--- src/rtl/special_register_pkg.sv ---
// Shared definitions for the special-purpose register bank:
// register indices and the stack-operation encoding.
package special_register_pkg;

  localparam int ZERO          = 0;
  localparam int ADDRESS       = 1;
  localparam int BASE          = 2;
  localparam int INDEX         = 3;
  localparam int STACK_POINTER = 4;
  localparam int BASE_POINTER  = 5;
  localparam int DATA          = 6;

  typedef enum logic [2:0] {
    NONE,
    LOAD,
    INC,
    DEC,
    HOLD
  } stack_op_e;

  // Priority: load beats push/pop; push with pop holds.
  function automatic stack_op_e stack_op(
    input logic load,
    input logic push,
    input logic pop
  );
    stack_op_e op;
    op = NONE;
    unique case (1'b1)
      load:                  op = LOAD;
      (!load && push && pop):  op = HOLD;
      (!load && push && !pop): op = INC;
      (!load && pop && !push): op = DEC;
      default:               op = NONE;
    endcase
    return op;
  endfunction

endpackage

--- src/rtl/stack_pointer_unit.sv ---
// Stack pointer register with limit checks and sticky
// overflow/underflow flags; exposes its next state.
module stack_pointer_unit
  import special_register_pkg::*;
#(
  parameter int DATA_WIDTH = 16,
  parameter logic [DATA_WIDTH-1:0] STACK_BASE  = '0,
  parameter logic [DATA_WIDTH-1:0] STACK_LIMIT = '1
) (
  input  logic                  clock,
  input  logic                  reset,
  input  logic                  load,
  input  logic [DATA_WIDTH-1:0] loadData,
  input  logic                  push,
  input  logic                  pop,
  input  logic                  clearFlags,
  output logic [DATA_WIDTH-1:0] sp,
  output logic [DATA_WIDTH-1:0] spNext,
  output logic                  overflow,
  output logic                  underflow
);

  stack_op_e op;
  logic      atLimit;
  logic      atBase;
  logic      overflowSet;
  logic      underflowSet;
  logic      overflowNext;
  logic      underflowNext;

  assign op      = stack_op(load, push, pop);
  assign atLimit = (sp >= STACK_LIMIT);
  assign atBase  = (sp <= STACK_BASE);

  // Next pointer value; a rejected step raises a flag instead.
  always_comb begin
    spNext       = sp;
    overflowSet  = 1'b0;
    underflowSet = 1'b0;
    unique case (op)
      LOAD: spNext = loadData;
      INC: begin
        if (!atLimit) spNext = sp + DATA_WIDTH'(1);
        else          overflowSet = 1'b1;
      end
      DEC: begin
        if (!atBase) spNext = sp - DATA_WIDTH'(1);
        else         underflowSet = 1'b1;
      end
      HOLD:    spNext = sp;
      NONE:    spNext = sp;
      default: spNext = sp;
    endcase
  end

  // Sticky flags: a new event wins over a same-cycle clear.
  always_comb begin
    overflowNext  = (overflow && !clearFlags) || overflowSet;
    underflowNext = (underflow && !clearFlags) || underflowSet;
  end

  // Pointer and flag state.
  always_ff @(posedge clock or negedge reset) begin
    if (!reset) begin
      sp        <= STACK_BASE;
      overflow  <= 1'b0;
      underflow <= 1'b0;
    end else begin
      sp        <= spNext;
      overflow  <= overflowNext;
      underflow <= underflowNext;
    end
  end

endmodule

--- src/rtl/special_register_bank.sv ---
// Special-purpose register bank: zero register, plain storage,
// stack pointer unit and a registered write-through read port.
module special_register_bank
  import special_register_pkg::*;
#(
  parameter int DATA_WIDTH = 16,
  parameter int REG_COUNT  = 8,
  parameter int ADDR_WIDTH = 4,
  parameter logic [DATA_WIDTH-1:0] STACK_BASE  = 16'h0000,
  parameter logic [DATA_WIDTH-1:0] STACK_LIMIT = 16'hFFFF
) (
  input  logic                  clock,
  input  logic                  reset,
  input  logic                  readEnable,
  input  logic [ADDR_WIDTH-1:0] readAddress,
  output logic [DATA_WIDTH-1:0] readData,
  input  logic                  writeEnable,
  input  logic [ADDR_WIDTH-1:0] writeAddress,
  input  logic [DATA_WIDTH-1:0] writeData,
  input  logic                  push,
  input  logic                  pop,
  input  logic                  clearFlags,
  output logic [DATA_WIDTH-1:0] stackPointer,
  output logic                  overflow,
  output logic                  underflow
);

  localparam logic [ADDR_WIDTH-1:0] SP_ADDR =
    ADDR_WIDTH'(STACK_POINTER);

  logic [DATA_WIDTH-1:0] nxt [REG_COUNT];
  logic [DATA_WIDTH-1:0] spNext;
  logic [DATA_WIDTH-1:0] rdNext;
  logic                  spLoad;

  assign spLoad = writeEnable && (writeAddress == SP_ADDR);

  stack_pointer_unit #(
    .DATA_WIDTH (DATA_WIDTH),
    .STACK_BASE (STACK_BASE),
    .STACK_LIMIT(STACK_LIMIT)
  ) u_sp (
    .clock     (clock),
    .reset     (reset),
    .load      (spLoad),
    .loadData  (writeData),
    .push      (push),
    .pop       (pop),
    .clearFlags(clearFlags),
    .sp        (stackPointer),
    .spNext    (spNext),
    .overflow  (overflow),
    .underflow (underflow)
  );

  for (genvar i = 0; i < REG_COUNT; i++) begin : g_reg
    if (i == ZERO) begin : g_zero
      assign nxt[i] = '0;
    end else if (i == STACK_POINTER) begin : g_sp
      assign nxt[i] = spNext;
    end else begin : g_plain
      logic [DATA_WIDTH-1:0] q;
      logic                  hit;
      assign hit = writeEnable &&
                   (writeAddress == ADDR_WIDTH'(i));
      assign nxt[i] = hit ? writeData : q;
      // Plain storage: changes only on an addressed write.
      always_ff @(posedge clock or negedge reset) begin
        if (!reset)   q <= '0;
        else if (hit) q <= writeData;
      end
    end
  end

  // Read mux over next-state values; out-of-range reads give 0.
  always_comb begin
    rdNext = '0;
    for (int i = 0; i < REG_COUNT; i++) begin
      if (readAddress == ADDR_WIDTH'(i)) rdNext = nxt[i];
    end
  end

  // Registered read port; idle cycles return 0.
  always_ff @(posedge clock or negedge reset) begin
    if (!reset)          readData <= '0;
    else if (readEnable) readData <= rdNext;
    else                 readData <= '0;
  end

endmodule

--- config.mk ---
export PLATFORM = sky130hd
export DESIGN_NAME = special_register_bank
export DESIGN_NICKNAME = d
export VERILOG_FILES = /design/src/rtl/special_register_pkg.sv /design/src/rtl/stack_pointer_unit.sv /design/src/rtl/special_register_bank.sv
export SDC_FILE = /design/constraint.sdc
export NUM_CORES = 1
export LEC_CHECK = 0
export CORE_ASPECT_RATIO = 0.8
export CORE_MARGIN = 5
export CORE_UTILIZATION = 45
export CTS_BUF_LIST = sky130_fd_sc_hd__clkbuf_16
export DETAILED_ROUTE_END_ITERATION = 8
export GPL_TIMING_DRIVEN = 0
export HOLD_SLACK_MARGIN = 0.06
export PLACE_DENSITY = 0.65
export REMOVE_ABC_BUFFERS = 1
export SLEW_MARGIN = 20
export SYNTH_ARGS = -nofsm -noshare
export SYNTH_HDL_FRONTEND = slang
export SYNTH_SLANG_ARGS = --single-unit
--- constraint.sdc ---
create_clock -name clock -period 3.1 [get_ports clock]
set_input_delay 0.62 -clock clock [delete_from_list [all_inputs] [get_ports clock]]
set_output_delay 0.62 -clock clock [all_outputs]
set_load 0.01 [all_outputs]
==> metrics.log, run 1 <==
INFO  metric outcome = finished with violations
INFO  metric violations = setup timing
INFO  metric setup_viol = 1
INFO  metric dieHeight = 120 um
INFO  metric layout_setup_ws = -109 ps
INFO  metric timing_worst_setup_path_type = primary input to flop
INFO  metric finish.instance_area = 0.00830 mm2
INFO  metric synth-main-ff-cell = sky130_fd_sc_hd__dfrtp_1
INFO  metric timing.critical_path.required = 3410 ps
INFO  metric hold_slack = 175 ps
INFO  metric slew_headroom = 29.8%
INFO  metric total_switching_power = 1.76 mW
INFO  metric cts-root-buf = sky130_fd_sc_hd__clkbuf_16
INFO  metric antenna_cells_inserted = 0
INFO  metric synth_largest_area_cell = sky130_fd_sc_hd__dfrtp_1
INFO  metric synth_warnings = 0
INFO  metric cts_sinks = 130
INFO  metric finalHoldViolations = 0
INFO  metric cts_made_buffers = 17
INFO  metric cp.arrival = 3520 ps
INFO  metric power.internal = 3.97 mW
INFO  metric cp-start-kind = primary input
INFO  metric dpl.hpwl = 13.6 mm
INFO  metric detail_route.vias_per_cell = 6.31
INFO  metric worst_hold_path_type = primary input to async pin
INFO  metric clock_insertion_delay_at_the_later_pin_of_the_skew_report = 430 ps
INFO  metric htreeDepth = 4
INFO  metric number_of_synthesized_flops_with_an_enable_pin = 0
INFO  metric ios = 65
INFO  metric dr.first_iter.drc_count = 589
INFO  metric chipWidth = 148 um
INFO  metric grt_pass1_vias = 5693
INFO  metric routed_wl = 21.0 mm
INFO  metric die-area = 0.0178 mm2
INFO  metric first_pass_drt_iterations = 6
INFO  metric fin_worst_skew = 10.0 ps
INFO  metric placement.setup.worst_slack = -1090 ps
INFO  metric fin_cells = 880
INFO  metric grt_pass1_wl = 32.6 mm
INFO  metric post-place-cells = 840
INFO  metric row_count = 40
INFO  metric p_sw_share = 30.7%
INFO  metric post_synthesis_instance_total = 625
INFO  metric synthToLayoutAreaGrowth = 21.0%
INFO  metric reg2reg_slack = 40 ps
INFO  metric core-area = 0.0150 mm2
INFO  metric placed_cell_area = 0.00761 mm2
INFO  metric drc = 0
INFO  metric power.sequential.fraction = 41.8%
INFO  metric grt_setup_unrepaired = true
INFO  metric power-per-cell-area = 690 mW/mm2
INFO  metric max_stage_delay = 690 ps
INFO  metric clkTransAtPathRegs = 50 ps
INFO  metric vias_post_dr = 5557
INFO  metric cts_hold_buf = 0
INFO  metric detail-route-antenna-nets = 0
INFO  metric nNetsFinal = 712
INFO  metric worst_slew_pin_slew = 1050 ps
INFO  metric number_of_antenna_violations_at_the_first_check_in_global_routing = 0
INFO  metric ys_async_sr_fraction = 100%
INFO  metric worst-path-max-fanout = 19
INFO  metric max_clock_freq = 312 MHz
INFO  metric critical_path.cell_chain = clkdlybuf4s50_1 -> nor2_4 -> nand2_2 -> nand2_1 -> a21oi_1 -> a211o_1 -> a2111o_1 -> and3_1
INFO  metric port_buffers = 64
INFO  metric synth_cell_type_count = 88
INFO  metric wl_per_cell = 23.9 um
INFO  metric place.gp.congestion = 0.920
INFO  metric largest_net_degree_at_the_start_of_global_routing = 67
INFO  metric syn_area_per_cell = 11.0 um2
INFO  metric initial_core_utilization = 45.8%
INFO  metric fin_util = 55.5%
INFO  metric static-leakage-power = 3.41 nW
INFO  metric syn-cell-area = 0.00686 mm2
INFO  metric final_slew_violations = 0
INFO  metric tritoncts_clock_tree = done
INFO  metric synth_top_area_share = 47.4%
INFO  metric max-cap-violations = 0
INFO  metric max-clock-path-buffers = 2
INFO  metric min_period_over_period = 104%
INFO  metric power.share.clock = 34.6%
INFO  metric ys_seq_elements = 130
INFO  metric grtUsageTotal = 24.0%
INFO  metric power_frac_comb = 23.7%
INFO  metric total_power = 5.73 mW
INFO  metric cp-end-kind = flop
INFO  metric ys_seq_area_share = 47.4%
INFO  metric setup_total_negative_slack = -109 ps
INFO  metric worst_ir_drop_vdd = 480 uV
INFO  metric drive_above_1_share = 24.7%
INFO  metric grt_overflow_total = 0
INFO  metric yosys-top-cells-area = sky130_fd_sc_hd__dfrtp_1, sky130_fd_sc_hd__mux2_2, sky130_fd_sc_hd__nand2_1
INFO  metric period_needed = 3210 ps
INFO  metric slowest_stage = sky130_fd_sc_hd__clkdlybuf4s50_1
metal layers:
layer / GRT usage, % / up-vias / share of wire (%)
met3: 6.22 / 32 / 8.3
met5: 0 / - / 0
met2: 36.2 / 272 / 45
met1: 34.1 / 2812 / 45
li1: - / 2441 / -
met4: 7.39 / 0 / 1.8
synth_stat cells, types with 3 or more instances:
cell,number
sky130_fd_sc_hd__dfrtp_1,130
sky130_fd_sc_hd__mux2_2,90
sky130_fd_sc_hd__nand2_1,52
sky130_fd_sc_hd__o21ai_0,32
sky130_fd_sc_hd__nor2_1,23
sky130_fd_sc_hd__a21oi_1,22
sky130_fd_sc_hd__nand3_1,22
sky130_fd_sc_hd__clkbuf_1,19
sky130_fd_sc_hd__buf_2,18
sky130_fd_sc_hd__and3_1,17
sky130_fd_sc_hd__inv_1,13
sky130_fd_sc_hd__a22oi_1,9
sky130_fd_sc_hd__mux2i_1,9
sky130_fd_sc_hd__nand4_1,8
sky130_fd_sc_hd__nor3_1,8
sky130_fd_sc_hd__o211ai_1,8
sky130_fd_sc_hd__o21a_1,7
sky130_fd_sc_hd__and2_1,6
sky130_fd_sc_hd__nand2b_1,6
sky130_fd_sc_hd__a31oi_1,5
sky130_fd_sc_hd__a21bo_2,4
sky130_fd_sc_hd__a221oi_1,4
sky130_fd_sc_hd__a2bb2oi_1,4
sky130_fd_sc_hd__a311oi_1,4
sky130_fd_sc_hd__a32oi_1,4
sky130_fd_sc_hd__nor2b_1,4
sky130_fd_sc_hd__nor4_4,4
sky130_fd_sc_hd__xnor2_1,4
sky130_fd_sc_hd__a211oi_1,3
sky130_fd_sc_hd__a41oi_1,3
sky130_fd_sc_hd__and3b_1,3
sky130_fd_sc_hd__and4_1,3
sky130_fd_sc_hd__nor2_2,3
sky130_fd_sc_hd__nor3_2,3
sky130_fd_sc_hd__o221a_1,3
sky130_fd_sc_hd__o22ai_1,3
worst max-delay path: cells and delay by family:
family | cells | cell delay [ps]
simple gates | 4 | 1360
compound gates | 3 | 850
buf+inv | 1 | 690
power by group through the flow:
| stage | combinational (mW) | sequential, mW | clock (mW) |
|---|---|---|---|
| floorplan | 0.792 | 2.35 | 0 |
| global placement | 1.28 | 2.40 | 0 |
| detailed placement | 1.33 | 2.41 | 0 |
| CTS | 1.34 | 2.39 | 2.00 |
| global route | 1.48 | 2.43 | 2.07 |
| finish | 1.36 | 2.39 | 1.98 |
worst paths after layout:
check	depth (start not counted)	to	start
hold reg to reg	2	g_reg[6].g_plain.q[15]	g_reg[6].g_plain.q[15]
setup reg to reg	9	readData[2]	u_sp.sp[0]
hold / removal	1	g_reg[5].g_plain.q[2]	reset
min in group clock	2	g_reg[6].g_plain.q[15]	g_reg[6].g_plain.q[15]
max in group asynchronous	2	g_reg[1].g_plain.q[7]	reset
setup / recovery	8	readData[2]	writeAddress[1]
area by class of cell:
cell class / instances / area [um2]
Clock buffer: 17 / 425
Timing Repair Buffer: 75 / 759
Multi-Input combinational cell: 441 / 3430
Clock inverter: 14 / 146
Fill cell: 1305 / 6660
Sequential cell: 130 / 3250
Inverter: 14 / 52.6
Tap cell: 189 / 236
repair_timing:
item	4_1_cts	5_1_grt
setup buffers	2	7
pin swaps	1	1
endpoints found under the setup margin	16	12
hold endpoints to repair	0	0
gates resized for setup	8	4
layout by cell type (no fill, tap or decap), types with 3 or more instances in the layout:
master,instances
sky130_fd_sc_hd__o21ai_0,32
sky130_fd_sc_hd__a21bo_2,4
sky130_fd_sc_hd__buf_4,8
sky130_fd_sc_hd__a21oi_1,22
sky130_fd_sc_hd__clkdlybuf4s50_1,62
sky130_fd_sc_hd__clkinv_1,5
sky130_fd_sc_hd__nand2_1,51
sky130_fd_sc_hd__o221a_1,3
sky130_fd_sc_hd__o211ai_1,8
sky130_fd_sc_hd__o22ai_1,3
sky130_fd_sc_hd__xnor2_1,4
sky130_fd_sc_hd__a41oi_1,3
sky130_fd_sc_hd__and3_1,17
sky130_fd_sc_hd__nor3_2,3
sky130_fd_sc_hd__mux2_2,90
sky130_fd_sc_hd__a22oi_1,9
sky130_fd_sc_hd__a211oi_1,3
sky130_fd_sc_hd__nor3_1,8
sky130_fd_sc_hd__a31oi_1,5
sky130_fd_sc_hd__nor2b_1,3
sky130_fd_sc_hd__o21a_1,7
sky130_fd_sc_hd__nand3_1,21
sky130_fd_sc_hd__dfrtp_1,130
sky130_fd_sc_hd__a2bb2oi_1,4
sky130_fd_sc_hd__a32oi_1,4
sky130_fd_sc_hd__nand2b_1,6
sky130_fd_sc_hd__and2_1,5
sky130_fd_sc_hd__clkbuf_16,17
sky130_fd_sc_hd__nor2_4,4
sky130_fd_sc_hd__a221oi_1,4
sky130_fd_sc_hd__nand4_1,8
sky130_fd_sc_hd__and4_1,3
sky130_fd_sc_hd__bufinv_16,3
sky130_fd_sc_hd__inv_1,14
sky130_fd_sc_hd__nor4_4,5
sky130_fd_sc_hd__nor2_1,21
sky130_fd_sc_hd__mux2i_1,9
sky130_fd_sc_hd__a311oi_1,4
cells by family after synthesis:
logic type | synth area share (%)
AO/OA/AOI/OAI | 16.1
multiplexers | 16.6
XOR/XNOR | 0.766
buffers and inverters | 3.45
adder cells (fa/ha/maj) | 0.365
AND/OR/NAND/NOR | 15.3
flip-flops | 47.4
state kept, by name (all words and copies together), names as in the netlist:
register and count:
g.g_plain.q 96, readData 16, u_sp.overflow 1, u_sp.sp 16, u_sp.underflow 1
No activity file was read; power rests on OpenSTA's default activity.
==> inputs of run 2 (changes only) <==
--- a/config.mk
+++ b/config.mk
@@ -5,14 +5,16 @@
 export SDC_FILE = /design/constraint.sdc
 export NUM_CORES = 1
 export LEC_CHECK = 0
+export CELL_PAD_IN_SITES_DETAIL_PLACEMENT = 1
+export CELL_PAD_IN_SITES_GLOBAL_PLACEMENT = 2
 export CORE_ASPECT_RATIO = 0.8
 export CORE_MARGIN = 5
-export CORE_UTILIZATION = 45
+export CORE_UTILIZATION = 41
 export CTS_BUF_LIST = sky130_fd_sc_hd__clkbuf_16
 export DETAILED_ROUTE_END_ITERATION = 8
 export GPL_TIMING_DRIVEN = 0
 export HOLD_SLACK_MARGIN = 0.06
-export PLACE_DENSITY = 0.65
+export PLACE_DENSITY_LB_ADDON = 0.1
 export REMOVE_ABC_BUFFERS = 1
 export SLEW_MARGIN = 20
 export SYNTH_ARGS = -nofsm -noshare
==> constraint.sdc (replaced) <==
create_clock -name clock -period 4.2 [get_ports clock]
set_input_delay 0.84 -clock clock [delete_from_list [all_inputs] [get_ports clock]]
set_output_delay 0.84 -clock clock [all_outputs]
set_load 0.01 [all_outputs]
==> run 2 against run 1 <==
  * The run now ends clean
  * Register-to-register slack better by 960 ps
  * Count of clock-buffer cells in the layout stayed put
  * Sequential power down 26%
  * Sequential share of layout area is 0.23 points higher
  * Non-clock buffer count down 9
  * Global-route usage shrank 0.70 points
  * First-iteration DRC count shrank 52%
  * Flip-flop and latch count stayed put
  * Combinational power down 25%
  * Clock skew fell by 4.2 ps
  * Die area increased by 9.0%
  * Final cell count up 2.6%
  * Critical path type unchanged
==> metrics.log, run 2 (synthesis gave the netlist of run 1 again) <==
INFO  metric total_switching_power = 1.32 mW (-25%)
INFO  metric drive_above_1_share = 22.7% (-2.1 points)
INFO  metric antenna_cells_inserted = 0 (unchanged)
INFO  metric worst_hold_path_type = primary input to async pin
INFO  metric largest_register_ffs = 96 (unchanged)
INFO  metric post_cts.repair.setup_buffers = 0 (-2)
INFO  metric grt_overflow_total = 0 (unchanged)
INFO  metric routed_wl = 22.6 mm (+7.4%)
INFO  metric wl_per_cell = 25.0 um (+4.7%)
INFO  metric worst-path-max-fanout = 16 (-3)
INFO  metric detail_route.vias_per_cell = 5.99 (-5.1%)
INFO  metric largest_net_degree_at_the_start_of_global_routing = 100 (+49%)
INFO  metric power.share.clock = 35.4% (+0.8 points)
INFO  metric registers.top_by_ff_count = g.g_plain.q
INFO  metric vias_post_dr = 5411 (-2.6%)
INFO  metric final_slew_violations = 0 (unchanged)
INFO  metric cts_made_buffers = 17 (unchanged)
INFO  metric first_pass_drt_iterations = 5 (-1)
INFO  metric htreeDepth = 4 (unchanged)
INFO  metric p_sw_share = 30.7% (about the same)
INFO  metric nNetsFinal = 703 (-1.3%)
INFO  metric synthToLayoutAreaGrowth = 20.3%
INFO  metric critical_path.cell_chain = clkdlybuf4s50_1 -> and3b_1 -> and3b_1 -> mux2_4 -> and2_0 -> a221o_1 -> a2111o_1 -> and3_1
INFO  metric detail-route-antenna-nets = 0 (unchanged)
INFO  metric fin_cells = 903 (+2.6%)
INFO  metric clock_insertion_delay_at_the_later_pin_of_the_skew_report = 420 ps (about the same)
INFO  metric tritoncts_clock_tree = done
INFO  metric power.internal = 2.99 mW (-25%)
INFO  metric cp-start-kind = primary input
INFO  metric post-place-cells = 871 (+3.7%)
INFO  metric layout_common_cells = sky130_fd_sc_hd__dfrtp_1, sky130_fd_sc_hd__mux2_2, sky130_fd_sc_hd__clkdlybuf4s50_1
INFO  metric max_clock_freq = 254 MHz
INFO  metric cts_resized = 0 (-8)
INFO  metric outcome = completed
INFO  metric power-per-cell-area = 523 mW/mm2 (-24%)
INFO  metric core-area = 0.0165 mm2 (+10%)
INFO  metric cp-end-kind = flop
INFO  metric slew_headroom = 23.0% (-6.8 points)
INFO  metric fin_worst_skew = 5.87 ps (-4.16 ps)
INFO  metric clkTransAtPathRegs = 60 ps (about the same)
INFO  metric grt_pass1_wl = 34.8 mm (+6.7%)
INFO  metric die-area = 0.0194 mm2 (+9.0%)
INFO  metric grt_setup_unrepaired = false
INFO  metric fin_util = 50.0% (-5.5 points)
INFO  metric cts-root-buf = sky130_fd_sc_hd__clkbuf_16
INFO  metric period_needed = 3930 ps
INFO  metric cts_hold_buf = 0 (unchanged)
INFO  metric max-clock-path-buffers = 2 (unchanged)
INFO  metric place.gp.congestion = 0.876 (-4.8%)
INFO  metric drc = 0 (unchanged)
INFO  metric grt_pass1_vias = 5705 (+0.21%)
INFO  metric largest_registers_ranked_by_flip_flop_count = g.g_plain.q (96), readData (16), u_sp.sp (16)
INFO  metric number_of_antenna_violations_at_the_first_check_in_global_routing = 0 (unchanged)
INFO  metric initial_core_utilization = 41.6% (-4.3 points)
INFO  metric dpl.hpwl = 15.0 mm (+11%)
INFO  metric grtUsageTotal = 23.3% (-0.70 points)
INFO  metric slowest_stage = sky130_fd_sc_hd__and3b_1
INFO  metric setup_viol = 0 (-1)
INFO  metric ios = 65 (unchanged)
INFO  metric timing_worst_setup_path_type = primary input to flop
INFO  metric worst_slew_pin_slew = 1150 ps (+98.5 ps)
INFO  metric port_buffers = 64 (unchanged)
INFO  metric min_period_over_period = 93.6%
INFO  metric row_count = 42 (+5.0%)
INFO  metric power_frac_comb = 23.5% (-0.2 points)
INFO  metric timing.critical_path.required = 4510 ps (+1100 ps)
INFO  metric finalHoldViolations = 0 (unchanged)
INFO  metric max-cap-violations = 0 (unchanged)
INFO  metric mostFrequentLayoutCell = sky130_fd_sc_hd__dfrtp_1
INFO  metric cts_sinks = 130 (unchanged)
INFO  metric power.sequential.fraction = 41.1% (-0.7 points)
INFO  metric cp.arrival = 4240 ps (+720 ps)
INFO  metric max_stage_delay = 1010 ps (+320 ps)
INFO  metric critical-path-top-cell-by-count = sky130_fd_sc_hd__and3b_1
INFO  metric dieHeight = 126 um (+4.4%)
INFO  metric static-leakage-power = 3.38 nW (-0.76%)
INFO  metric chipWidth = 155 um (+4.4%)
INFO  metric worst_ir_drop_vdd = 269 uV (-44%)
INFO  metric dr.first_iter.drc_count = 282 (-52%)
==> run 2: final timing paths <==
path	endpoint	start	cells after the start	slack, ps
min reg2reg	g_reg[6].g_plain.q[11]	g_reg[6].g_plain.q[11]	2	480
min in group clock	g_reg[6].g_plain.q[11]	g_reg[6].g_plain.q[11]	2	480
max	readData[2]	writeAddress[2]	8	270
min	u_sp.sp[13]	reset	1	270
max reg2reg	readData[2]	u_sp.sp[0]	9	1000
max in group asynchronous	readData[9]	reset	2	3150
==> run 2: routing by layer <==
metal  global-route usage (%)  up-vias  share of wire, %
met5                        0        -                 0
met4                     5.24        0               1.2
met3                     4.25       24               3.7
met2                     38.5      126                49
met1                     32.2     2833                47
li1                         -     2428                 -
==> run 2: power groups by stage <==
stage | combinational (mW) | clock [mW] | sequential, mW
final | 1.02 | 1.53 | 1.77
after global routing | 1.10 | 1.61 | 1.80
after CTS | 1.01 | 1.55 | 1.77
after detailed placement | 1.00 | 0 | 1.79
after global placement | 0.968 | 0 | 1.78
after floorplan | 0.585 | 0 | 1.74
==> run 2: cell type report <==
| type | instances | area (um2) |
|---|---|---|
| clock buffer | 17 | 425 |
| clock inverter | 15 | 175 |
| fill | 1759 | 8250 |
| inverter | 14 | 52.6 |
| multi-input combinational | 441 | 3390 |
| sequential | 130 | 3250 |
| tap | 220 | 275 |
| timing repair buffer | 66 | 683 |
==> run 2: per-stage QoR <==
step / hold WS (ps) / TNS, ps / total power [mW] / instance area (um2) / setup WS [ps]
3_5_place_dp: 469 / -133 / 2.79 / 7650 / -133
4_1_cts: 273 / 0 / 4.34 / 8250 / 331
6_report: 274 / 0 / 4.31 / 8250 / 269
3_3_place_gp: 454 / -381170 / 2.74 / 7590 / -2890
2_1_floorplan: 441 / 0 / 2.32 / 6680 / 1060
5_1_grt: 282 / 0 / 4.51 / 8250 / 224
==> run 2: worst max-delay path, delay by kind of cell <==
| family | cells | cell delay [ps] |
|---|---|---|
| mux | 1 | 370 |
| buf+inv | 1 | 520 |
| compound gates | 2 | 590 |
| simple gates | 4 | 1910 |
==> inputs of run 3 (changes only) <==
--- a/config.mk
+++ b/config.mk
@@ -8,7 +8,7 @@
 export CELL_PAD_IN_SITES_DETAIL_PLACEMENT = 1
 export CELL_PAD_IN_SITES_GLOBAL_PLACEMENT = 2
 export CORE_ASPECT_RATIO = 0.8
-export CORE_MARGIN = 5
+export CORE_MARGIN = 2
 export CORE_UTILIZATION = 41
 export CTS_BUF_LIST = sky130_fd_sc_hd__clkbuf_16
 export DETAILED_ROUTE_END_ITERATION = 8
==> run 3 against run 2 <==
  * Non-clock buffer count increased by 1
  * Setup slack improved by 120 ps
  * First-iteration DRC count increased by 26%
  * Critical endpoint unchanged
  * Core utilization decreased by 0.084 points
  * Die area down 8.5%
  * Critical path depth unchanged
  * Sequential share of layout area grew 0.19 points
==> metrics.log, run 3 (synthesis gave the netlist of run 1 again) <==
INFO  metric grt_pass1_wl = 34.7 mm (-0.26%)
INFO  metric multi_input_area = 0.00339 mm2 (unchanged)
INFO  metric number_of_antenna_violations_at_the_first_check_in_global_routing = 1 (+1)
INFO  metric cts-root-buf = sky130_fd_sc_hd__clkbuf_16
INFO  metric layout_common_cells = sky130_fd_sc_hd__dfrtp_1, sky130_fd_sc_hd__mux2_2, sky130_fd_sc_hd__clkdlybuf4s50_1
INFO  metric slowest_stage = sky130_fd_sc_hd__and3b_1
INFO  metric seq_area = 0.00325 mm2 (unchanged)
INFO  metric largest_registers_ranked_by_flip_flop_count = g.g_plain.q (96), readData (16), u_sp.sp (16)
INFO  metric max-clock-path-buffers = 2 (unchanged)
INFO  metric placement.setup.worst_slack = -55.0 ps (+78.4 ps)
INFO  metric vias_post_dr = 5550 (+2.6%)
INFO  metric antenna_cells_inserted = 0 (unchanged)
INFO  metric ios = 65 (unchanged)
INFO  metric path_delay_family = simple AND/OR/NAND/NOR gates
INFO  metric outcome = completed
INFO  metric first_pass_drt_iterations = 6 (+1)
INFO  metric nNetsFinal = 704 (+0.14%)
INFO  metric cts_made_buffers = 17 (unchanged)
INFO  metric fin_worst_skew = 10.9 ps (+4.98 ps)
INFO  metric placed_cell_area = 0.00765 mm2 (about the same)
INFO  metric place.gp.congestion = 0.858 (-2.0%)
INFO  metric worst_slew_pin_slew = 1090 ps (-58.6 ps)
INFO  metric critPathBufInv = 1 (unchanged)
INFO  metric power.internal = 2.92 mW (-2.4%)
INFO  metric fin_util = 49.9% (-0.084 points)
INFO  metric detail-route-antenna-nets = 0 (unchanged)
INFO  metric groute.layer.met3.usage = 4.56% (+0.31 points)
INFO  metric dr.first_iter.drc_count = 355 (+26%)
INFO  metric post_cts.repair.setup_buffers = 0 (unchanged)
INFO  metric timing.critical_path.required = 4500 ps (about the same)
INFO  metric drc = 0 (unchanged)
INFO  metric drive_above_1_share = 22.6% (-0.080 points)
INFO  metric power.share.clock = 34.0% (-1.4 points)
INFO  metric busiest_layer = met2
INFO  metric largest_register_ffs = 96 (unchanged)
INFO  metric clkTransAtPathRegs = 60 ps (about the same)
INFO  metric core-area = 0.0164 mm2 (-0.32%)
INFO  metric largest_net_degree_at_the_start_of_global_routing = 83 (-17%)
INFO  metric cts_hold_buf = 0 (unchanged)
INFO  metric chipWidth = 149 um (-3.9%)
INFO  metric cts_resized = 0 (unchanged)
INFO  metric row_count = 42 (unchanged)
INFO  metric cp.arrival = 4110 ps (-130 ps)
INFO  metric power_frac_comb = 24.0% (+0.5 points)
INFO  metric synthToLayoutAreaGrowth = 19.7%
INFO  metric worst_hold_path_type = primary input to async pin
INFO  metric dpl.hpwl = 14.9 mm (-0.65%)
INFO  metric critical_path.cell_chain = clkdlybuf4s50_1 -> and3b_1 -> and3b_1 -> mux2_4 -> and2_0 -> a221o_1 -> a2111o_1 -> and3_1
INFO  metric period_needed = 3810 ps (-120 ps)
INFO  metric grt_pass1_vias = 5834 (+2.3%)
INFO  metric layout_setup_ws = 389 ps (+120 ps)
INFO  metric critical-path-top-cell-by-count = sky130_fd_sc_hd__and3b_1
INFO  metric initial_core_utilization = 41.7% (+0.13 points)
INFO  metric dieHeight = 120 um (-4.8%)
INFO  metric setup_viol = 0 (unchanged)
INFO  metric wl_per_cell = 24.6 um (-1.7%)
INFO  metric mostFrequentLayoutCell = sky130_fd_sc_hd__dfrtp_1
INFO  metric timing_worst_setup_path_type = primary input to flop
INFO  metric final_slew_violations = 0 (unchanged)
INFO  metric die-area = 0.0178 mm2 (-8.5%)
INFO  metric cts_sinks = 130 (unchanged)
INFO  metric registers.top_by_ff_count = g.g_plain.q
INFO  metric power-per-cell-area = 511 mW/mm2 (-2.2%)
INFO  metric total_switching_power = 1.28 mW (-3.4%)
INFO  metric clock_insertion_delay_at_the_later_pin_of_the_skew_report = 420 ps (about the same)
INFO  metric tritoncts_clock_tree = done
INFO  metric static-leakage-power = 3.37 nW (-0.22%)
INFO  metric htreeDepth = 4 (unchanged)
INFO  metric grtUsageTotal = 26.0% (+2.7 points)
INFO  metric finish.instance_area = 0.00821 mm2 (-0.49%)
INFO  metric detail_route.vias_per_cell = 6.16 (+2.8%)
INFO  metric port_buffers = 64 (unchanged)
INFO  metric final.fill_count = 1732 (-1.5%)
INFO  metric max-cap-violations = 0 (unchanged)
INFO  metric p_sw_share = 30.5% (-0.22 points)
INFO  metric min_period_over_period = 90.7% (-2.9 points)
INFO  metric worst_ir_drop_vdd = 269 uV (+0.16%)
INFO  metric grt_setup_unrepaired = false
INFO  metric max_clock_freq = 262 MHz (+3.1%)
INFO  metric cp-end-kind = flop
INFO  metric slew_headroom = 26.9% (+3.9 points)
INFO  metric max_stage_delay = 960 ps (-50 ps)
INFO  metric finalHoldViolations = 0 (unchanged)
INFO  metric grt_util_met2 = 41.0% (+2.5 points)
INFO  metric power.sequential.fraction = 42.0% (+0.9 points)
INFO  metric routed_wl = 22.1 mm (-1.9%)
INFO  metric worst-path-max-fanout = 16 (unchanged)
INFO  metric use_met1 = 37.0% (+4.8 points)
INFO  metric cp-start-kind = primary input
INFO  metric grt_overflow_total = 0 (unchanged)
run 3: cell count changes in the layout (fill, tap and decap cells not counted):
cell,previous run,this run
sky130_fd_sc_hd__buf_6,0,2
sky130_fd_sc_hd__clkinv_2,1,3
sky130_fd_sc_hd__clkinvlp_4,2,0
sky130_fd_sc_hd__buf_8,2,1
sky130_fd_sc_hd__bufinv_16,4,3
sky130_fd_sc_hd__clkinv_1,4,3
sky130_fd_sc_hd__clkinv_4,1,0
run 3: worst paths after layout:
path,start,end,slack (ps),cells after the start
min in group clock,g_reg[6].g_plain.q[11],g_reg[6].g_plain.q[11],480,2
worst max-delay path,writeAddress[2],readData[2],390,8
max in group asynchronous,reset,g_reg[1].g_plain.q[1],3120,2
worst min register to register,g_reg[6].g_plain.q[11],g_reg[6].g_plain.q[11],480,2
worst max register to register,u_sp.sp[0],readData[2],1040,9
worst min-delay path,reset,readData[7],320,1
run 3: cell type report:
class | count | area share (%)
Multi-Input combinational cell | 441 | 41.3
Sequential cell | 130 | 39.6
Timing Repair Buffer | 67 | 8.41
Clock buffer | 17 | 5.18
Tap cell | 220 | 3.35
Clock inverter | 12 | 1.55
Inverter | 14 | 0.640
run 3: stage by stage:
step	hold WS, ps	power (mW)	cells	setup TNS (ps)
final	321	4.20	901	0
after global routing	340	4.40	901	0
after CTS	325	4.22	900	0
after detailed placement	477	2.78	871	-55.0
after global placement	456	2.73	869	-380130
after floorplan	441	2.32	585	0
run 3: metal layers:
metal  share of wire [%]  wire, um  up-vias
met1                  47     10400     2963
met4                 1.2       265        0
met2                  48     10600      128
met5                   0         0        -
li1                    -         -     2434
met3                 3.9       871       25
run 3: power groups by stage:
stage	Combinational [mW]	Clock (mW)	Sequential [mW]
4_1_cts	1.00	1.45	1.76
6_report	1.01	1.43	1.76
3_3_place_gp	0.957	0	1.77
5_1_grt	1.10	1.50	1.80
2_1_floorplan	0.585	0	1.74
3_5_place_dp	0.997	0	1.78
